`config.mk`:
```
export PLATFORM = sky130hd
export DESIGN_NAME = log_antilog_mul_pipe
export DESIGN_NICKNAME = d
export VERILOG_FILES = /design/src/rtl/log_antilog_mul_pipe.sv
export SDC_FILE = /design/constraint.sdc
export NUM_CORES = 1
export LEC_CHECK = 0
export CAP_MARGIN = 20
export CORE_MARGIN = 5
export CORE_UTILIZATION = 58
export CTS_CLUSTER_SIZE = 10
export DETAILED_ROUTE_END_ITERATION = 8
export PLACE_DENSITY = 0.82
export RECOVER_POWER = 50
export SETUP_SLACK_MARGIN = 0.5
export SYNTH_ARGS = -nofsm -noshare
export SYNTH_HDL_FRONTEND = slang
export SYNTH_SLANG_ARGS = --single-unit
```
`constraint.sdc`:
```
create_clock -name clk -period 4.6 [get_ports clk]
set_input_delay 0.92 -clock clk [delete_from_list [all_inputs] [get_ports clk]]
set_output_delay 0.92 -clock clk [all_outputs]
set_load 0.005 [all_outputs]
```
`src/rtl/log_antilog_mul_pipe.sv`:
```
// log_antilog_mul_pipe: Mitchell approximate multiply back end (log add, antilog shift, sign)
// as a 3-stage valid/ready pipeline with a single global advance.
module log_antilog_mul_pipe #(
    parameter int FW = 12,
    parameter int CW = 4
) (
    input  logic                    clk,
    input  logic                    rst,
    input  logic                    in_valid,
    output logic                    in_ready,
    input  logic [CW-1:0]           a_pos,
    input  logic [FW-1:0]           a_frac,
    input  logic                    a_nz,
    input  logic                    a_sign,
    input  logic [CW-1:0]           b_pos,
    input  logic [FW-1:0]           b_frac,
    input  logic                    b_nz,
    input  logic                    b_sign,
    output logic                    out_valid,
    input  logic                    out_ready,
    output logic [2**(CW+1)-1:0]    prod_mag,
    output logic                    prod_sign,
    output logic                    busy
);
    localparam int OW = 2**(CW+1);

    logic          adv;
    logic          s1v_q, s2v_q, s3v_q;
    logic [FW-1:0] s1_fs_q;
    logic [CW:0]   s1_ch_q;
    logic          s1_z_q, s1_sg_q;
    logic [OW-1:0] s2_prod_q, prod_mag_q;
    logic          s2_sg_q, prod_sign_q;

    logic [FW:0]      s1_sum_d;
    logic [CW:0]      s1_ch_d;
    logic [FW+OW-1:0] s2_wide_d;
    logic [OW-1:0]    s2_prod_d;
    logic             s2_sg_d;

    assign adv       = ~s3v_q | out_ready;
    assign in_ready  = adv;
    assign out_valid = s3v_q;
    assign busy      = s1v_q | s2v_q | s3v_q;
    assign prod_mag  = prod_mag_q;
    assign prod_sign = prod_sign_q;

    // Fraction carry folds into the characteristic; max 15+15+1 = 31 fits CW+1 bits.
    assign s1_sum_d = {1'b0, a_frac} + {1'b0, b_frac};
    assign s1_ch_d  = {1'b0, a_pos} + {1'b0, b_pos} + {{CW{1'b0}}, s1_sum_d[FW]};

    assign s2_wide_d = {{(OW-1){1'b0}}, 1'b1, s1_fs_q} << s1_ch_q;
    assign s2_prod_d = s1_z_q ? '0 : OW'(s2_wide_d >> FW);
    assign s2_sg_d   = ~s1_z_q & s1_sg_q;

    always_ff @(posedge clk or posedge rst) begin
        if (rst) begin
            s1v_q       <= 1'b0;
            s2v_q       <= 1'b0;
            s3v_q       <= 1'b0;
            s1_fs_q     <= '0;
            s1_ch_q     <= '0;
            s1_z_q      <= 1'b0;
            s1_sg_q     <= 1'b0;
            s2_prod_q   <= '0;
            s2_sg_q     <= 1'b0;
            prod_mag_q  <= '0;
            prod_sign_q <= 1'b0;
        end else if (adv) begin
            s1v_q       <= in_valid;
            s1_fs_q     <= s1_sum_d[FW-1:0];
            s1_ch_q     <= s1_ch_d;
            s1_z_q      <= ~(a_nz & b_nz);
            s1_sg_q     <= a_sign ^ b_sign;
            s2v_q       <= s1v_q;
            s2_prod_q   <= s2_prod_d;
            s2_sg_q     <= s2_sg_d;
            s3v_q       <= s2v_q;
            prod_mag_q  <= s2_prod_q;
            prod_sign_q <= s2_sg_q;
        end
    end
endmodule

```
* Yosys cells after proc, flatten, opt, wreduce, memory -nomap -nowiden
Index checks and enable logic that the tools add are counted.
Storage, ports and cells: bits in registers 88, bits in read-only memories 0, output and inout port bits 36, memories kept 0, bits in writable memories 0, bits in latches 0, input bits 40
Cells by class: $add $sub $neg 3, shift-type cells 1, divide/modulo/power cells 0, eq/ne operators 0, multiplexer cells 1, reduce and logical (&&, ||, !) cells 0, bitwise logic cells 9, multipliers 0, magnitude comparators 0
Operator list (number):
- 13-bit by 5-bit << shifter with 44-bit output | 1
- 32-bit 2-to-1 mux | 1
- 12-bit by 12-bit adder with 13-bit output | 1
- 4-bit by 4-bit adder with 5-bit output | 1
- 5-bit by 1-bit adder with 5-bit output | 1
- 1-bit inverter | 3
- 1-bit bitwise OR | 3
- 1-bit AND | 2
- 1-bit XOR | 1

* Longest topological paths before layout
Gate-level depths: netlist of the first run.
word-level depth 2, depth in mapped cells 12, gate-level depth less buffers 12

* Worst setup path after synthesis of the first run
OpenSTA, ideal clock, no wires.
path kind input to register, start point in a_frac[0], end point reg s1_ch_q[4], setup time 0.127 ns, data required time 4.473 ns, arrival 3.680 ns, buffers on the path 0, stages 12, slack 0.793 ns, path through ha_1 > fa_1 > a21o_1 > a221oi_2 > o21ai_1 > a21o_1 > a21o_1 > fa_1 > fa_1 > a21o_1 > a211oi_1 > a21oi_1
On the way: word-level cells in the longest chain between the ends 2
Ends and longest elaborated chain:
- start: declaration | RTL line 12 | input logic [FW-1:0] a_frac,
- 12-bit by 12-bit adder with 13-bit output | RTL line 49 | assign s1_sum_d = {1'b0, a_frac} + {1'b0, b_frac};
- 5-bit by 1-bit adder with 5-bit output | RTL line 50 | assign s1_ch_d = {1'b0, a_pos} + {1'b0, b_pos} + {{CW{1'b0}}, s1_sum_d[FW]};
- end signal: assignment | RTL line 72 | s1_ch_q <= s1_ch_d;
- end: declaration | RTL line 30 | logic [CW:0] s1_ch_q;
No other way between the ends. A chain may end at the register's enable or synchronous reset.

* Worst setup path in the final report of the first run
Ends and elaborated chain as after synthesis.

==> impl_metrics.ini, run 1 <==
[floorplan]
dieArea_sq_um = 9970
std_cell_rows = 32
start_util_pct = 60.0
coreArea_sq_um = 7810
die_width_um = 99.9
dieHeight_um = 99.9
io_pins = 76

[yosys]
avgSynthCellArea_sq_um = 9.82
seq_area_frac_synth_pct = 47.0
synth_fa_ha_area_share_pct = 5.29
synth_mux_area_share_pct = 10.4
yosys.area_share.simple_pct = 18.3
ys.flop_type = dfrtp_1
synth_xor_area_share_pct = 1.50
syn_nets = 535
synth_seq_cells = 88
synth_top_family_by_area = simple AND/OR/NAND/NOR gates
netlist_area_sq_um = 4680
synth_compound_area_share_pct = 13.7
yosys_warnings = 0
synth_edf_count = 0
synthArstFlopShare_pct = 100
syn_inst = 477
ys_types = 62

[layout]
fin_nets = 602
area_growth_syn_to_layout_pct = 20.9
fin_util_pct = 72.5
fin_cells = 650
design_area_sq_um = 5660
fill_cells = 598
drive_above_1_share_pct = 7.85
antenna_cells = 0

[global_routing]
gr-usage-all-layers_pct = 23.8
grt_pass1_vias = 3741
grt_overflow = 0
grt_pass1_wl_um = 18900
grt_antenna_before_repair = 0
grt_max_degree = 56

[place]
place_area_sq_um = 5470
place.gp.congestion = 0.892
hpwl_um = 8310
dp_slack_ns = 0.0835
numPlacedInstances = 633
numPortBuffers = 75

[power_and_ir_drop]
power_mw = 2.66
irDropWorstVdd_mv = 0.237
p_leak_nw = 2.62
power_density_nw_per_um2 = 470

[timing]
fin_worst_skew_ns = 0.0129
fin_ws_ns = 0.579
fin_crit_ns = 4.02
hold_viol = 0
hold_slack_ns = 0.472
setup_tns_ns = 0
slew_violations = 151
fin_crit_sh_pct = 87.4
worstMarginPinSlew_ns = 2.22
max_freq_mhz = 249
setup_viol = 0
rsz0062_at_grt = false
max-slew-margin-rel_pct = -48.0

[setup_path]
arrival_ns = 4.19
crit_fanout = 3
cp-endpoint = s1_ch_q[4]
cp-start-kind = primary input
crit_family = compound AO/OA/AOI/OAI gates
cp-startpoint = a_frac[0]
crit_buf_inv = 1
rr_worst_depth = 6
required_ns = 4.77
crit_cells = 13
rrSetupSlack_ns = 1.27
r2r-start = out_valid
crit_chain = clkdlybuf4s50_1 -> ha_1 -> fa_2 -> a21o_1 -> a221oi_4 -> o21ai_2 -> a21o_1 -> a21o_1 -> fa_1 -> fa_2 -> a21o_1 -> a211oi_2 -> a21oi_1
r2r-end = s2_prod_q[6]
critical_path.slowest_cell = fa_1
critical_path_class = primary input to flop
max_stage_delay_ns = 0.41
crit_top_cell = a21o_1
endpoint_kind = flop

[cts]
htreeDepth = 3
clk_pin_slew_ns = 0.09
numCtsBuffers = 9
clk_latency_ns = 0.36
cts_tree = yes
clock_tree.buffer_depth = 2
cts_root_buf = clkbuf_8
numClockSinks = 88
ctsHoldBuffers = 0

[drt]
vias = 3819
first_pass_iters = 5
routed_via_density = 5.88
antenna_left = 0
drt_wl_total_um = 11200
drt_iter0_drc = 378
wire_per_inst_um = 17.2
drc = 0

[hold_path]
hold_depth = 2
hp-class = flop to flop

[outcome]
status = finished, violations left
violations = capacitance limit, slew limit

[flow_run]
max_cap_viol_count = 3
==> power by group <==
part | total [mW] | switching, mW | internal (mW)
Sequential | 1.13 | 0.197 | 0.928
Clock | 0.497 | 0.296 | 0.202
Combinational | 1.04 | 0.554 | 0.483
==> repair_timing <==
item | CTS | global route
endpoints found under the setup margin | 1 | 1
buffers inserted | 0 | 2
pin swaps | 0 | 1
gates resized for setup | 1 | 4
==> cells in the final DEF, fill, tap and decap left out, types with 4 or more instances in the layout <==
master	n
a22o_1	6
o221ai_1	5
a32oi_1	4
nor2b_1	4
ha_1	15
mux2i_1	19
mux4_2	6
buf_4	4
a21oi_1	14
clkdlybuf4s50_1	73
or3_1	6
nor3_1	7
clkbuf_1	4
inv_1	6
xnor2_1	5
clkbuf_8	9
a21o_1	7
nor2_1	16
dfrtp_1	88
mux2i_4	4
o21ai_0	18
a22oi_1	4
and3_1	4
nand2_1	150
==> worst register-to-register path: stages, from the launching register on <==
cell	delay, ns
dfrtp_1	0.38
nor2b_1	0.26
clkbuf_1	1.63
or4_1	0.49
nor2_1	0.08
a222oi_1	0.21
o21ai_0	0.14
==> per-layer routing <==
metal / track usage (%) / share of wire (%)
met5: 0 / 0
met4: 8.61 / 2.4
met3: 3.82 / 6.3
met2: 37.0 / 48
met1: 34.0 / 43
==> cell usage after synthesis, types with 3 or more instances <==
| cell type | number | area [sq um] |
|---|---|---|
| or3_1 | 6 | 37.5 |
| xor2_1 | 3 | 26.3 |
| a211oi_1 | 3 | 22.5 |
| o211ai_1 | 3 | 22.5 |
| a32o_1 | 3 | 30.0 |
| a22oi_1 | 4 | 30.0 |
| mux2i_4 | 4 | 90.1 |
| nor2_1 | 16 | 60.1 |
| inv_1 | 7 | 26.3 |
| mux4_2 | 6 | 135 |
| and3_1 | 4 | 25.0 |
| mux2_4 | 3 | 45.0 |
| buf_2 | 10 | 50.1 |
| a21o_1 | 7 | 52.6 |
| fa_1 | 3 | 60.1 |
| nand2_1 | 150 | 563 |
| o21ai_0 | 18 | 90.1 |
| nor2b_1 | 4 | 25.0 |
| a22o_1 | 6 | 52.6 |
| dfrtp_1 | 88 | 2200 |
| a32oi_1 | 4 | 35.0 |
| clkbuf_1 | 12 | 45.0 |
| mux2i_1 | 19 | 190 |
| ha_1 | 15 | 188 |
| a21oi_1 | 14 | 70.1 |
| nand3_1 | 3 | 15.0 |
| nand2b_1 | 3 | 18.8 |
| nor3_1 | 7 | 35.0 |
| o21ai_1 | 4 | 20.0 |
| xnor2_1 | 5 | 43.8 |
| o221ai_1 | 5 | 43.8 |
==> worst min path at each step <==
stage	slack [ns]	start	to
final	0.47	prod_mag[14]	prod_mag[14]
after floorplan	0.44	s2_sg_q	s2_sg_q
after global routing	0.49	prod_mag[14]	prod_mag[14]
after CTS	0.48	prod_mag[14]	prod_mag[14]
after detailed placement	0.46	prod_mag[14]	prod_mag[14]
after global placement	0.45	prod_mag[24]	prod_mag[24]
==> flip-flops by register name, summed over array words and instances (netlist names), 5 cells and up <==
signal	count
s1_fs_q	12
s1_ch_q	5
prod_mag	32
s2_prod_q	32
==> layout make-up <==
class	count	area, sq um	area share [%]
repair buffers	83	796	14.1
multi-input cells	354	2330	41.1
clock inverters	6	52.6	0.928
flip-flops and latches	88	2200	38.9
clock buffers	9	124	2.19
inverters	8	31.3	0.553
well taps	102	128	2.25
==> logic make-up (layout without fill, tap and decap cells) <==
logic type,count (synthesis),in the layout
DFF,88,88
AOI/OAI and AO/OA,91,91
muxes,34,34
xor gates and xnor gates,8,8
buffers and inverters,35,106
and+or+nand+nor,203,203
adders and majority gates,18,18
Note: power is estimated with default switching activity, not from simulation.
==> run 2, diff against run 1 <==
Settings changed: CORE_UTILIZATION 58 to 51, CTS_CLUSTER_SIZE 10 to default, PLACE_DENSITY 0.82 to 0.73.
==> run 2 against run 1 <==
Against the previous run:
- clock power about the same
- wire length about the same
- worst hold slack worse by 0.0075 ns
- global-route usage down 2.5 points
- sequential power about the same
- combinational power about the same
- worst setup slack better by 0.082 ns
- the flow still finishes with violations (capacitance limit, slew limit)
- register-to-register slack better by 0.44 ns
==> impl_metrics.ini, run 2 (synthesis gave the netlist of run 1 again) <==
[power_and_ir_drop]
power_mw = 2.65
power_density_nw_per_um2 = 468
irDropWorstVdd_mv = 0.186
p_leak_nw = 2.68

[timing]
max_freq_mhz = 254
setup_tns_ns = 0
hold_viol = 0
fin_crit_ns = 3.94
fin_worst_skew_ns = 0.0136
fin_crit_sh_pct = 85.6
slew_violations = 90
setup_viol = 0
worstMarginPinSlew_ns = 2.09
rsz0062_at_grt = false
max-slew-margin-rel_pct = -39.6

[cts]
clk_latency_ns = 0.36
numCtsBuffers = 9
cts_root_buf = clkbuf_8
numClockSinks = 88
clk_pin_slew_ns = 0.09
htreeDepth = 3
clock_tree.buffer_depth = 2
cts_tree = yes
ctsHoldBuffers = 0

[layout]
final_cell_mix = nand2_1, dfrtp_1, clkdlybuf4s50_1
regArea_sq_um = 2200
drive_above_1_share_pct = 7.69
final_common_cell = nand2_1
multi_input_area_sq_um = 2330
antenna_cells = 0
fill_cells = 798
fin_nets = 600
area_growth_syn_to_layout_pct = 20.9

[floorplan]
io_pins = 76
dieArea_sq_um = 11200
coreArea_sq_um = 9110
std_cell_rows = 35
start_util_pct = 51.4
die_width_um = 106
dieHeight_um = 106

[global_routing]
grt_pass1_wl_um = 19000
gr-usage-all-layers_pct = 21.3
grt_max_degree = 105
grt_antenna_before_repair = 0
grt_pass1_vias = 3787
grt_overflow = 0

[drt]
first_pass_iters = 5
drt_iter0_drc = 226
drt_wl_total_um = 11200
drc = 0
antenna_left = 0
routed_via_density = 5.70
wire_per_inst_um = 17.0
vias = 3744

[setup_path]
crit_buf_inv = 1
cp-start-kind = primary input
crit_top_cell = a21o_1
arrival_ns = 4.15
required_ns = 4.81
crit_chain = clkdlybuf4s50_1 -> ha_1 -> fa_2 -> a21o_1 -> a221oi_4 -> o21ai_1 -> a21o_1 -> a21o_1 -> fa_1 -> fa_2 -> a21o_1 -> a211oi_2 -> a21oi_1
critical_path_class = primary input to flop
critical_path.slowest_cell = fa_1
crit_family = compound AO/OA/AOI/OAI gates
endpoint_kind = flop
crit_fanout = 2
max_stage_delay_ns = 0.42

[place]
numPortBuffers = 75
hpwl_um = 8180
place.gp.congestion = 0.888

[outcome]
status = finished, violations left
violations = capacitance limit, slew limit

[hold_path]
hp-class = flop to flop

[flow_run]
max_cap_viol_count = 2
[run 2: cell types whose count changed in the layout (fill, tap and decap cells not counted), sizes merged]
| cell | change |
|---|---|
| dlygate4sd3 | +16 |
| clkbuf | -1 |
| clkdlybuf4s50 | -16 |
| buf | -1 |
[run 2: through the flow]
stage | utilization (%) | setup WS, ns | instances | hold slack, ns | area [sq um]
final | 62.2 | 0.661 | 657 | 0.464 | 5660
after global routing | 62.2 | 0.326 | 657 | 0.495 | 5660
after CTS | 62.2 | 0.526 | 657 | 0.475 | 5670
after detailed placement | 60.1 | 0.0655 | 641 | 0.455 | 5470
after floorplan | - | 0.793 | 477 | 0.439 | 4680
after global placement | 60.1 | 0.192 | 641 | 0.449 | 5470
[run 2: tightest hold or removal path: stages (launching register included)]
cell and delay [ns]:
dfrtp_1 0.34, nand2_1 0.05, nand2_1 0.05
[run 2: where the power goes]
group	total [mW]	switching, mW	internal, mW	leakage, nW
Clock	0.495	0.294	0.202	0.0842
Sequential	1.12	0.196	0.928	1.17
Combinational	1.03	0.561	0.473	1.42
[run 2: layer usage]
| metal | global-route usage, % | part of all wire [%] |
|---|---|---|
| met1 | 29.3 | 45 |
| met2 | 33.9 | 47 |
| met3 | 3.06 | 6.1 |
| met4 | 8.51 | 2.1 |
| met5 | 0 | 0 |
[run 2: final cells by class]
class / instances / area share, %
multi-input combinational: 354 / 41.2
sequential: 88 / 38.9
timing repair buffer: 81 / 13.9
tap: 111 / 2.45
clock buffer: 9 / 2.19
clock inverter: 6 / 0.928
inverter: 8 / 0.552
[run 2: final timing paths]
check / start / endpoint / depth (start not counted) / slack (ns)
setup / recovery: a_frac[0] / s1_ch_q[4] / 13 / 0.66
hold / removal: prod_mag[7] / prod_mag[7] / 2 / 0.46
setup reg to reg: out_valid / s1_fs_q[9] / 6 / 1.71
hold reg to reg: prod_mag[7] / prod_mag[7] / 2 / 0.46
max in group asynchronous: rst / s2_prod_q[4] / 3 / 1.07
min in group asynchronous: rst / prod_mag[19] / 2 / 1.23
[run 2: repair_timing]
action / 4_1_cts / 5_1_grt
hold endpoints to repair: 0 / 0
setup buffers: 1 / 0
pin swaps: 1 / 0
resized for setup: 1 / 3
gates cloned: 0 / 0
endpoints found under the setup margin: 1 / 1
